## src/rtl/lc3_pkg.sv

```systemverilog
// Shared LC-3 decode definitions: opcodes, instruction field positions,
// decode FSM state encoding and the condition-code helper.
package lc3_pkg;

    localparam int unsigned WORD_W = 16;
    localparam int unsigned OPC_W  = 4;
    localparam int unsigned NZP_W  = 3;
    localparam int unsigned CNT_W  = 3;

    localparam logic [OPC_W-1:0] OP_BR  = 4'b0000;
    localparam logic [OPC_W-1:0] OP_ADD = 4'b0001;
    localparam logic [OPC_W-1:0] OP_LD  = 4'b0010;
    localparam logic [OPC_W-1:0] OP_ST  = 4'b0011;
    localparam logic [OPC_W-1:0] OP_JSR = 4'b0100;
    localparam logic [OPC_W-1:0] OP_AND = 4'b0101;
    localparam logic [OPC_W-1:0] OP_LDR = 4'b0110;
    localparam logic [OPC_W-1:0] OP_STR = 4'b0111;
    localparam logic [OPC_W-1:0] OP_RTI = 4'b1000;
    localparam logic [OPC_W-1:0] OP_NOT = 4'b1001;
    localparam logic [OPC_W-1:0] OP_LDI = 4'b1010;
    localparam logic [OPC_W-1:0] OP_STI = 4'b1011;
    localparam logic [OPC_W-1:0] OP_JMP = 4'b1100;
    localparam logic [OPC_W-1:0] OP_RSV = 4'b1101;
    localparam logic [OPC_W-1:0] OP_LEA = 4'b1110;
    localparam logic [OPC_W-1:0] OP_TRP = 4'b1111;

    localparam logic [NZP_W-1:0] CC_RESET = 3'b010;

    // Instruction field bit positions
    localparam int unsigned OPC_MSB   = 15;
    localparam int unsigned OPC_LSB   = 12;
    localparam int unsigned DR_MSB    = 11;
    localparam int unsigned DR_LSB    = 9;
    localparam int unsigned SR1_MSB   = 8;
    localparam int unsigned SR1_LSB   = 6;
    localparam int unsigned SR2_MSB   = 2;
    localparam int unsigned SR2_LSB   = 0;
    localparam int unsigned IMM_FLAG  = 5;
    localparam int unsigned IMM5_MSB  = 4;
    localparam int unsigned OFF9_MSB  = 8;
    localparam int unsigned OFF11_MSB = 10;

    typedef enum logic [1:0] {
        ST_IDLE = 2'd0,
        ST_WAIT = 2'd1,
        ST_DONE = 2'd2
    } dec_state_e;

    // Condition codes {N,Z,P} for a value written to the register file
    function automatic logic [NZP_W-1:0] cc_of(input logic [WORD_W-1:0] v);
        logic n;
        logic z;
        n = v[WORD_W-1];
        z = (v == '0);
        return {n, z, ~n & ~z};
    endfunction

endpackage

```

## src/rtl/cc_reg.sv

```systemverilog
// NZP condition-code register; loads from the writeback value on cc_we.
module cc_reg
    import lc3_pkg::*;
(
    input  logic              clk,
    input  logic              rst,
    input  logic              cc_we,
    input  logic [WORD_W-1:0] cc_data,
    output logic [NZP_W-1:0]  nzp
);

    logic [NZP_W-1:0] nzp_q;
    logic [NZP_W-1:0] nzp_d;

    always_comb begin
        nzp_d = nzp_q;
        if (cc_we) begin
            nzp_d = cc_of(cc_data);
        end
    end

    always_ff @(posedge clk or posedge rst) begin
        if (rst) begin
            nzp_q <= CC_RESET;
        end else begin
            nzp_q <= nzp_d;
        end
    end

    assign nzp = nzp_q;

endmodule

```

## src/rtl/decode_ir.sv

```systemverilog
// LC-3 instruction register / decode stage: waits out the memory read
// latency after decode_start, latches the word into IR and exposes its fields.
module decode_ir
    import lc3_pkg::*;
#(
    parameter int unsigned MEM_LAT = 2
) (
    input  logic              clk,
    input  logic              rst,
    input  logic              decode_start,
    input  logic [WORD_W-1:0] mem_dout,
    input  logic              cc_we,
    input  logic [WORD_W-1:0] cc_data,
    output logic [WORD_W-1:0] ir,
    output logic [3:0]        opCode_out,
    output logic [8:0]        offset_out,
    output logic [10:0]       off11_out,
    output logic [2:0]        br_nzp,
    output logic [2:0]        dr,
    output logic [2:0]        sr1,
    output logic [2:0]        sr2,
    output logic              imm_flag,
    output logic [WORD_W-1:0] imm16,
    output logic [NZP_W-1:0]  result_nzp,
    output logic              busy,
    output logic              decode_done,
    output logic              illegal
);

    dec_state_e        state_q;
    logic [CNT_W-1:0]  cnt_q;
    logic [WORD_W-1:0] ir_q;
    logic              busy_q;
    logic              done_q;
    logic              illegal_q;

    // Decode FSM; busy/done/illegal are registered alongside the state
    always_ff @(posedge clk or posedge rst) begin
        if (rst) begin
            state_q   <= ST_IDLE;
            cnt_q     <= '0;
            ir_q      <= '0;
            busy_q    <= 1'b0;
            done_q    <= 1'b0;
            illegal_q <= 1'b0;
        end else begin
            done_q    <= 1'b0;
            illegal_q <= 1'b0;
            unique case (state_q)
                ST_IDLE: begin
                    if (decode_start) begin
                        state_q <= ST_WAIT;
                        cnt_q   <= CNT_W'(MEM_LAT - 1);
                        busy_q  <= 1'b1;
                    end
                end
                ST_WAIT: begin
                    if (cnt_q == '0) begin
                        ir_q      <= mem_dout;
                        state_q   <= ST_DONE;
                        done_q    <= 1'b1;
                        illegal_q <= (mem_dout[OPC_MSB:OPC_LSB] == OP_RSV);
                    end else begin
                        cnt_q <= cnt_q - CNT_W'(1);
                    end
                end
                ST_DONE: begin
                    state_q <= ST_IDLE;
                    busy_q  <= 1'b0;
                end
                default: begin
                    state_q <= ST_IDLE;
                    busy_q  <= 1'b0;
                end
            endcase
        end
    end

    cc_reg u_cc_reg (
        .clk     (clk),
        .rst     (rst),
        .cc_we   (cc_we),
        .cc_data (cc_data),
        .nzp     (result_nzp)
    );

    assign ir          = ir_q;
    assign opCode_out  = ir_q[OPC_MSB:OPC_LSB];
    assign offset_out  = ir_q[OFF9_MSB:0];
    assign off11_out   = ir_q[OFF11_MSB:0];
    assign br_nzp      = ir_q[DR_MSB:DR_LSB];
    assign dr          = ir_q[DR_MSB:DR_LSB];
    assign sr1         = ir_q[SR1_MSB:SR1_LSB];
    assign sr2         = ir_q[SR2_MSB:SR2_LSB];
    assign imm_flag    = ir_q[IMM_FLAG];
    assign imm16       = {{(WORD_W-IMM5_MSB-1){ir_q[IMM5_MSB]}}, ir_q[IMM5_MSB:0]};
    assign busy        = busy_q;
    assign decode_done = done_q;
    assign illegal     = illegal_q;

endmodule

```

## config.mk

```make
export PLATFORM = sky130hd
export DESIGN_NAME = decode_ir
export DESIGN_NICKNAME = d
export VERILOG_FILES = /design/src/rtl/lc3_pkg.sv /design/src/rtl/cc_reg.sv /design/src/rtl/decode_ir.sv
export SDC_FILE = /design/constraint.sdc
export NUM_CORES = 1
export LEC_CHECK = 0
export CORE_UTILIZATION = 37
export CTS_BUF_LIST = sky130_fd_sc_hd__clkbuf_16
export DETAILED_ROUTE_END_ITERATION = 6
export PLACE_DENSITY = 0.92
export SLEW_MARGIN = 20
export SYNTH_ARGS = -nofsm -noshare
export SYNTH_HDL_FRONTEND = slang
export SYNTH_SLANG_ARGS = --single-unit
```

## constraint.sdc

```tcl
create_clock -name clk -period 3.5 [get_ports clk]
set_clock_uncertainty 0.05 [all_clocks]
set_input_delay 0.7 -clock clk [delete_from_list [all_inputs] [get_ports clk]]
set_output_delay 0.7 -clock clk [all_outputs]
set_load 0.01 [all_outputs]
```

==> impl_results.html, run 1 <==
<table>
<tr><th>Metric</th><th>Value</th></tr>
<tr><th colspan="2">Run status</th></tr>
<tr><td>Outcome</td><td>completed</td></tr>
<tr><th colspan="2">Floorplanning</th></tr>
<tr><td>Core outline area</td><td>4030 um2</td></tr>
<tr><td>Die H</td><td>66.9 um</td></tr>
<tr><td>Die width</td><td>66.9 um</td></tr>
<tr><td>Number of placed I/O pins</td><td>111</td></tr>
<tr><td>Full die area</td><td>4480 um2</td></tr>
<tr><td>Starting Density</td><td>38.7%</td></tr>
<tr><td>Rows</td><td>23</td></tr>
<tr><th colspan="2">Worst setup path</th></tr>
<tr><td>Arrival time at the worst endpoint</td><td>1.46 ns</td></tr>
<tr><td>Worst EP required</td><td>2.75 ns</td></tr>
<tr><td>Critical-path cell list</td><td>clkdlybuf4s50_1</td></tr>
<tr><td>Length in cells of the worst reg-to-reg path</td><td>6</td></tr>
<tr><td>Slowest-stage cell, CP</td><td>sky130_fd_sc_hd__clkdlybuf4s50_1</td></tr>
<tr><td>Critical R2R Launch</td><td>cnt_q[0]</td></tr>
<tr><td>Bufs and invs on worst path</td><td>1</td></tr>
<tr><td>Critical register-to-register path endpoint</td><td>ir[1]</td></tr>
<tr><td>Critical setup path kind</td><td>reg2out</td></tr>
<tr><td>Max Fanout on Critical Path</td><td>16</td></tr>
<tr><td>Setup crit end kind</td><td>primary output</td></tr>
<tr><td>Sort of element at the start of the critical path</td><td>flip-flop</td></tr>
<tr><td>Gate family responsible for the most delay along the worst path</td><td>buffers and inverters</td></tr>
<tr><td>R2R Setup Slk</td><td>1.39 ns</td></tr>
<tr><td>Critical Path Max Stage Delay</td><td>0.62 ns</td></tr>
<tr><th colspan="2">Routing</th></tr>
<tr><td>Vias per cell</td><td>4.55</td></tr>
<tr><td>Number of DRC violations after detailed-routing iteration 0</td><td>23</td></tr>
<tr><td>Router iterations before antenna repair</td><td>4</td></tr>
<tr><td>Routed Wire Length</td><td>2990 um</td></tr>
<tr><td>Via total after detailed routing</td><td>1137</td></tr>
<tr><td>DRC violations left</td><td>0</td></tr>
<tr><td>Wire per inst</td><td>12.0 um</td></tr>
<tr><td>DRT antenna net count</td><td>0</td></tr>
<tr><th colspan="2">Timing</th></tr>
<tr><td>Hold violation count in the final report</td><td>0</td></tr>
<tr><td>Post-route minimum period</td><td>2.21 ns</td></tr>
<tr><td>RSZ-0062 raised after global routing</td><td>no</td></tr>
<tr><td>Final setup TNS</td><td>0 ns</td></tr>
<tr><td>Worst slew margin</td><td>37.9%</td></tr>
<tr><td>Peak clock frequency supported by timing</td><td>0.453 GHz</td></tr>
<tr><td>Share of the clock period used by the worst path after layout</td><td>63.1%</td></tr>
<tr><td>Slew at the pin closest to its max-slew limit</td><td>0.925 ns</td></tr>
<tr><td>Slew Viols, Final</td><td>0</td></tr>
<tr><td>Final Setup Violations</td><td>0</td></tr>
<tr><th colspan="2">Min path</th></tr>
<tr><td>Worst min-delay path category</td><td>reg2reg</td></tr>
<tr><td>Hold Path Cell Cnt</td><td>2</td></tr>
<tr><td>Hold path endpoint</td><td>cnt_q[2]</td></tr>
<tr><td>Hold Crit Start</td><td>cnt_q[2]</td></tr>
<tr><th colspan="2">Synth</th></tr>
<tr><td>Share of the yosys chip area belonging to registers</td><td>43.4%</td></tr>
<tr><td>Fraction of the mapped netlist area in compound gates</td><td>4.41%</td></tr>
<tr><td>Mux share of post-synthesis cell area</td><td>14.0%</td></tr>
<tr><td>Post-synthesis area per instance</td><td>11.1 um2</td></tr>
<tr><td>Main combinational cell family by area after synthesis</td><td>buffers and inverters</td></tr>
<tr><td>Gate Count Post-Synth</td><td>141</td></tr>
<tr><td>Post-synthesis adder-cell area fraction</td><td>1.61%</td></tr>
<tr><td>Number of distinct library cell variants in the gate-level netlist after synthesis</td><td>24</td></tr>
<tr><td>Number of warning messages in the yosys log</td><td>0</td></tr>
<tr><td>Xor/xnor share of the synthesized area</td><td>0%</td></tr>
<tr><td>Simple logic cell fraction of the synthesized area</td><td>6.42%</td></tr>
<tr><td>Seq cells post-synth</td><td>27</td></tr>
<tr><td>Syn Nets</td><td>179</td></tr>
<tr><td>Post-Syn Area</td><td>1560 um2</td></tr>
<tr><th colspan="2">CTS</th></tr>
<tr><td>Num Clock Sinks</td><td>27</td></tr>
<tr><td>Clock root buffer</td><td>sky130_fd_sc_hd__clkbuf_16</td></tr>
<tr><td>Number of gates given a new drive strength after cts</td><td>0</td></tr>
<tr><td>Clock Latency Late Sink</td><td>0.25 ns</td></tr>
<tr><td>Hold buffers post-CTS</td><td>0</td></tr>
<tr><td>CTS H-tree depth</td><td>1</td></tr>
<tr><td>Clock tree from TritonCTS</td><td>yes</td></tr>
<tr><td>Setup bufs post-CTS</td><td>0</td></tr>
<tr><td>Clock transition time at the flip-flop clock pins of the worst setup and hold paths</td><td>0.06 ns</td></tr>
<tr><td>Maximum buffer depth of the clock tree</td><td>2</td></tr>
<tr><td>Total clock buffers created by CTS</td><td>3</td></tr>
<tr><th colspan="2">Placement</th></tr>
<tr><td>DP Wirelength</td><td>2380 um</td></tr>
<tr><td>Count of placed standard cells including taps</td><td>246</td></tr>
<tr><td>Input/output buffers</td><td>110</td></tr>
<tr><td>Routability congestion estimate from global placement</td><td>0.697</td></tr>
<tr><th colspan="2">GRT</th></tr>
<tr><td>Largest net degree at the start of global routing</td><td>28</td></tr>
<tr><td>Antenna violations before repair</td><td>0</td></tr>
<tr><td>Wire length of the first global-routing pass</td><td>4560 um</td></tr>
<tr><td>GR Overflow Total</td><td>0</td></tr>
<tr><td>Total routing usage reported by global routing</td><td>13.6%</td></tr>
<tr><td>Via count of the first global-routing pass</td><td>1011</td></tr>
<tr><th colspan="2">Power</th></tr>
<tr><td>Cell leakage power</td><td>0.00101 uW</td></tr>
<tr><td>Areal power density over the cells</td><td>955 nW/um2</td></tr>
<tr><td>Max rail drop VDD</td><td>0.256 mV</td></tr>
<tr><th colspan="2">Finish</th></tr>
<tr><td>Total number of nets in the final design</td><td>239</td></tr>
<tr><td>Post-route insts no fill</td><td>250</td></tr>
<tr><td>Antenna fix cells</td><td>0</td></tr>
<tr><td>Sequential standard cell area</td><td>677 um2</td></tr>
<tr><td>Filler Cells Inserted</td><td>347</td></tr>
<tr><td>Area Growth Syn to Fin</td><td>52.2%</td></tr>
<tr><td>Share of layout cells above drive strength 1</td><td>12.0%</td></tr>
<tr><td>Post-layout util</td><td>58.9%</td></tr>
<tr><td>Area taken by multi-input logic gates</td><td>412 um2</td></tr>
<tr><th colspan="2">Run</th></tr>
<tr><td>Count of max-cap constraint violations</td><td>0</td></tr>
</table>
final cells by class:
class | instances | share of cell area (%)
Multi-Input combinational cell | 49 | 17.3
Clock inverter | 1 | 0.211
Clock buffer | 3 | 3.16
Tap cell | 50 | 2.64
Inverter | 9 | 1.42
Sequential cell | 27 | 28.5
Timing Repair Buffer | 111 | 46.7
power by group:
| group | total (uW) | internal, uW | switching [uW] |
|---|---|---|---|
| clock | 252 | 154 | 97.9 |
| sequential | 603 | 447 | 156 |
| combinational | 1410 | 916 | 496 |
metrics by stage:
step / instance area (um2) / setup slack, ns / hold slack [ns] / power [uW]
final: 2370 / 1.29 / 0.455 / 2270
after global routing: 2370 / 1.18 / 0.512 / 2440
after CTS: 2370 / 1.27 / 0.462 / 2300
after detailed placement: 2290 / 1.38 / 0.440 / 2040
after global placement: 2290 / 1.45 / 0.442 / 2000
after floorplan: 1560 / 1.80 / 0.421 / 1560
cells by family after synthesis:
group,Yosys count
buffers and inverters,65
flip-flops,27
AND/OR/NAND/NOR,18
multiplexers,17
AO/OA/AOI/OAI,12
adder cells (fa/ha/maj),2
cell usage after synthesis, drive strengths merged:
master   n  share of area (%)
nand4b   1               0.56
a22oi    1               0.48
o21ai    4                1.3
or4      1               0.48
nand2    3               0.72
a21oi    5                1.6
buf     56                 28
nand3b   1               0.48
nor4     2               0.80
nor3     4                1.6
dfstp    1                1.7
mux2    17                 14
and3     1               0.40
inv      9                2.2
ha       2                1.6
nor2     4               0.96
o21bai   1               0.48
dfrtp   26                 42
a22o     1               0.56
nor2b    1               0.40
per-layer routing:
layer / vias to the layer above / part of all wire (%) / global-route usage, %
li1: 526 / - / -
met1: 534 / 37 / 14.3
met2: 75 / 53 / 25.8
met3: 2 / 10 / 4.45
met4: 0 / 0.27 / 3.19
met5: - / 0 / 0
state kept, by name (all words and copies together), names as in the netlist:
name / count
busy: 1
cnt_q: 3
decode_done: 1
illegal: 1
ir: 16
state_q: 2
u_cc_reg.nzp: 3
cell usage in the layout, fill, tap and decap left out:
| cell type | n |
|---|---|
| sky130_fd_sc_hd__mux2_4 | 7 |
| sky130_fd_sc_hd__ha_1 | 2 |
| sky130_fd_sc_hd__nor4_1 | 2 |
| sky130_fd_sc_hd__nand4b_1 | 1 |
| sky130_fd_sc_hd__nor2_1 | 4 |
| sky130_fd_sc_hd__dfstp_2 | 1 |
| sky130_fd_sc_hd__a22oi_1 | 1 |
| sky130_fd_sc_hd__nand2_1 | 3 |
| sky130_fd_sc_hd__o21bai_1 | 1 |
| sky130_fd_sc_hd__buf_4 | 1 |
| sky130_fd_sc_hd__clkinv_2 | 1 |
| sky130_fd_sc_hd__clkinv_1 | 1 |
| sky130_fd_sc_hd__or4_1 | 1 |
| sky130_fd_sc_hd__and3_1 | 1 |
| sky130_fd_sc_hd__clkbuf_16 | 3 |
| sky130_fd_sc_hd__nor2b_1 | 1 |
| sky130_fd_sc_hd__nand3b_1 | 1 |
| sky130_fd_sc_hd__dfrtp_1 | 26 |
| sky130_fd_sc_hd__mux2_2 | 10 |
| sky130_fd_sc_hd__a22o_1 | 1 |
| sky130_fd_sc_hd__nor3_1 | 3 |
| sky130_fd_sc_hd__a21oi_1 | 5 |
| sky130_fd_sc_hd__o21ai_0 | 4 |
| sky130_fd_sc_hd__clkdlybuf4s50_1 | 110 |
| sky130_fd_sc_hd__inv_1 | 8 |
| sky130_fd_sc_hd__nor3_2 | 1 |
how the worst max path moves through the flow:
stage               startpoint  cells past startpoint   endpoint  slack, ns
floorplan             cnt_q[0]                      8      ir[0]       1.80
global placement      cnt_q[0]                      6     ir[13]       1.45
detailed placement    cnt_q[0]                      6      ir[3]       1.38
CTS                      ir[4]                      1  imm16[10]       1.27
global route             ir[4]                      1   imm16[9]       1.18
finish                   ir[4]                      1  imm16[10]       1.29
Power figures use the tool's default switching activity.
==> run 2: changes to the inputs <==
--- a/config.mk
+++ b/config.mk
@@ -5,10 +5,10 @@
 export SDC_FILE = /design/constraint.sdc
 export NUM_CORES = 1
 export LEC_CHECK = 0
-export CORE_UTILIZATION = 37
+export CORE_UTILIZATION = 35
 export CTS_BUF_LIST = sky130_fd_sc_hd__clkbuf_16
 export DETAILED_ROUTE_END_ITERATION = 6
-export PLACE_DENSITY = 0.92
+export PLACE_DENSITY = 0.88
 export SLEW_MARGIN = 20
 export SYNTH_ARGS = -nofsm -noshare
 export SYNTH_HDL_FRONTEND = slang
==> constraint.sdc (replaced) <==
create_clock -name clk -period 2.15 [get_ports clk]
set_clock_uncertainty 0.05 [all_clocks]
set_input_delay 0.43 -clock clk [delete_from_list [all_inputs] [get_ports clk]]
set_output_delay 0.43 -clock clk [all_outputs]
set_load 0.01 [all_outputs]
==> run 2 against run 1 <==
  * Via count is 0.62% lower
  * Combinational power is 65% higher
  * Die area is 5.5% higher
  * Flip-flop and latch count stayed put
  * Non-clock buffer count is 2 higher
==> impl_results.html, run 2 (same netlist as run 1, synthesis figures left out) <==
<table>
<tr><th>Metric</th><th>Value</th></tr>
<tr><th colspan="2">Floorplanning</th></tr>
<tr><td>Number of placed I/O pins</td><td>111</td></tr>
<tr><td>Starting Density</td><td>37.6%</td></tr>
<tr><td>Core outline area</td><td>4140 um2</td></tr>
<tr><td>Full die area</td><td>4730 um2</td></tr>
<tr><td>Rows</td><td>23</td></tr>
<tr><td>Die width</td><td>68.7 um</td></tr>
<tr><td>Die H</td><td>68.7 um</td></tr>
<tr><th colspan="2">Worst setup path</th></tr>
<tr><td>Worst EP required</td><td>1.67 ns</td></tr>
<tr><td>WP depth</td><td>1</td></tr>
<tr><td>Bufs and invs on worst path</td><td>1</td></tr>
<tr><td>Arrival time at the worst endpoint</td><td>1.45 ns</td></tr>
<tr><td>Sort of element at the start of the critical path</td><td>flip-flop</td></tr>
<tr><td>Critical setup path kind</td><td>reg2out</td></tr>
<tr><td>R2R Setup Slk</td><td>0.41 ns</td></tr>
<tr><td>Critical Path Max Stage Delay</td><td>0.62 ns</td></tr>
<tr><td>Max Fanout on Critical Path</td><td>16</td></tr>
<tr><td>Slowest-stage cell, CP</td><td>sky130_fd_sc_hd__clkdlybuf4s50_1</td></tr>
<tr><td>Critical-path cell list</td><td>clkdlybuf4s50_1</td></tr>
<tr><td>Gate family responsible for the most delay along the worst path</td><td>buffers and inverters</td></tr>
<tr><td>Length in cells of the worst reg-to-reg path</td><td>6</td></tr>
<tr><td>Setup crit end kind</td><td>primary output</td></tr>
<tr><th colspan="2">CTS</th></tr>
<tr><td>Hold buffers post-CTS</td><td>0</td></tr>
<tr><td>Num Clock Sinks</td><td>27</td></tr>
<tr><td>Total clock buffers created by CTS</td><td>3</td></tr>
<tr><td>Setup bufs post-CTS</td><td>0</td></tr>
<tr><td>Clock transition time at the flip-flop clock pins of the worst setup and hold paths</td><td>0.07 ns</td></tr>
<tr><td>Clock tree from TritonCTS</td><td>yes</td></tr>
<tr><td>Clock Latency Late Sink</td><td>0.26 ns</td></tr>
<tr><td>Maximum buffer depth of the clock tree</td><td>2</td></tr>
<tr><td>CTS H-tree depth</td><td>1</td></tr>
<tr><td>Number of gates given a new drive strength after cts</td><td>0</td></tr>
<tr><td>Clock root buffer</td><td>sky130_fd_sc_hd__clkbuf_16</td></tr>
<tr><th colspan="2">Finish</th></tr>
<tr><td>Total number of nets in the final design</td><td>241</td></tr>
<tr><td>Commonest non-fill, non-tap cell in the layout</td><td>sky130_fd_sc_hd__clkdlybuf4s50_1</td></tr>
<tr><td>Filler Cells Inserted</td><td>358</td></tr>
<tr><td>Share of layout cells above drive strength 1</td><td>12.4%</td></tr>
<tr><td>Most frequent cells in the layout</td><td>sky130_fd_sc_hd__clkdlybuf4s50_1 (110), sky130_fd_sc_hd__dfrtp_1 (26), sky130_fd_sc_hd__inv_1 (10), sky130_fd_sc_hd__mux2_2 (10), sky130_fd_sc_hd__mux2_4 (7)</td></tr>
<tr><td>Post-route insts no fill</td><td>252</td></tr>
<tr><td>Antenna fix cells</td><td>0</td></tr>
<tr><td>Area Growth Syn to Fin</td><td>53.9%</td></tr>
<tr><td>Number of flip-flops under the largest register name</td><td>16</td></tr>
<tr><td>Post-layout util</td><td>57.9%</td></tr>
<tr><th colspan="2">Run status</th></tr>
<tr><td>Outcome</td><td>completed</td></tr>
<tr><th colspan="2">Routing</th></tr>
<tr><td>DRT antenna net count</td><td>0</td></tr>
<tr><td>DRC violations left</td><td>0</td></tr>
<tr><td>Wire per inst</td><td>11.8 um</td></tr>
<tr><td>Router iterations before antenna repair</td><td>4</td></tr>
<tr><td>Via total after detailed routing</td><td>1130</td></tr>
<tr><td>Number of DRC violations after detailed-routing iteration 0</td><td>35</td></tr>
<tr><td>Vias per cell</td><td>4.48</td></tr>
<tr><td>Routed Wire Length</td><td>2970 um</td></tr>
<tr><th colspan="2">Placement</th></tr>
<tr><td>DP Wirelength</td><td>2400 um</td></tr>
<tr><td>Routability congestion estimate from global placement</td><td>0.710</td></tr>
<tr><td>Dpl ws</td><td>0.368 ns</td></tr>
<tr><td>Input/output buffers</td><td>110</td></tr>
<tr><td>Count of placed standard cells including taps</td><td>248</td></tr>
<tr><th colspan="2">Timing</th></tr>
<tr><td>Slew at the pin closest to its max-slew limit</td><td>0.478 ns</td></tr>
<tr><td>Worst slew margin</td><td>68.1%</td></tr>
<tr><td>Final setup TNS</td><td>0 ns</td></tr>
<tr><td>Hold violation count in the final report</td><td>0</td></tr>
<tr><td>Slew Viols, Final</td><td>0</td></tr>
<tr><td>Worst Setup Slack, final</td><td>0.216 ns</td></tr>
<tr><td>Peak clock frequency supported by timing</td><td>0.517 GHz</td></tr>
<tr><td>RSZ-0062 raised after global routing</td><td>no</td></tr>
<tr><td>Post-route minimum period</td><td>1.93 ns</td></tr>
<tr><td>Share of the clock period used by the worst path after layout</td><td>89.9%</td></tr>
<tr><td>Final Setup Violations</td><td>0</td></tr>
<tr><th colspan="2">Power</th></tr>
<tr><td>Max rail drop VDD</td><td>0.443 mV</td></tr>
<tr><td>Areal power density over the cells</td><td>1540 nW/um2</td></tr>
<tr><td>Cell leakage power</td><td>0.00103 uW</td></tr>
<tr><th colspan="2">GRT</th></tr>
<tr><td>Largest net degree at the start of global routing</td><td>18</td></tr>
<tr><td>Antenna violations before repair</td><td>0</td></tr>
<tr><td>GR Overflow Total</td><td>0</td></tr>
<tr><td>Wire length of the first global-routing pass</td><td>4310 um</td></tr>
<tr><td>Via count of the first global-routing pass</td><td>991</td></tr>
<tr><td>Total routing usage reported by global routing</td><td>12.5%</td></tr>
<tr><th colspan="2">Run</th></tr>
<tr><td>Count of max-cap constraint violations</td><td>0</td></tr>
<tr><th colspan="2">Min path</th></tr>
<tr><td>Worst min-delay path category</td><td>in2async</td></tr>
</table>
[run 2: cell types whose count changed in the layout (fill, tap and decap cells not counted), sizes merged]
cell    change
buf         +2
clkinv      -2
inv         +2
[run 2: path summary, 6_finish.rpt]
| path | to | startpoint |
|---|---|---|
| worst max-delay path | imm16[15] | ir[4] |
| worst min-delay path | u_cc_reg.nzp[2] | rst |
| worst max register to register | ir[8] | cnt_q[0] |
| worst min register to register | busy | busy |
| max in group asynchronous | ir[15] | rst |
| min in group clk | busy | busy |
[run 2: cell type report]
| type | count | area [um2] | share of cell area (%) |
|---|---|---|---|
| repair buffers | 113 | 1140 | 47.3 |
| flip-flops and latches | 27 | 677 | 28.2 |
| multi-input cells | 49 | 412 | 17.2 |
| clock buffers | 3 | 75.1 | 3.13 |
| well taps | 50 | 62.6 | 2.61 |
| inverters | 9 | 33.8 | 1.41 |
| clock inverters | 1 | 3.75 | 0.156 |
[run 2: layer usage]
layer	track usage [%]	vias to the layer above	share of wire, %
met2	22.9	72	49
met3	5.26	2	13
met4	3.83	0	0.57
met1	12.7	523	38
met5	0	-	0
li1	-	533	-
[run 2: through the flow]
stage	cell area, um2	hold WS (ns)	power (uW)
after floorplan	1560	0.421	2540
after global placement	2320	0.439	3270
after detailed placement	2320	0.444	3330
after CTS	2400	0.449	3750
after global routing	2400	0.486	3970
final	2400	0.441	3690
[run 2: where the power goes]
part           total [uW]  switching (uW)  internal [uW]
clock                 405             157            248
sequential            964             236            728
combinational        2320             818           1500
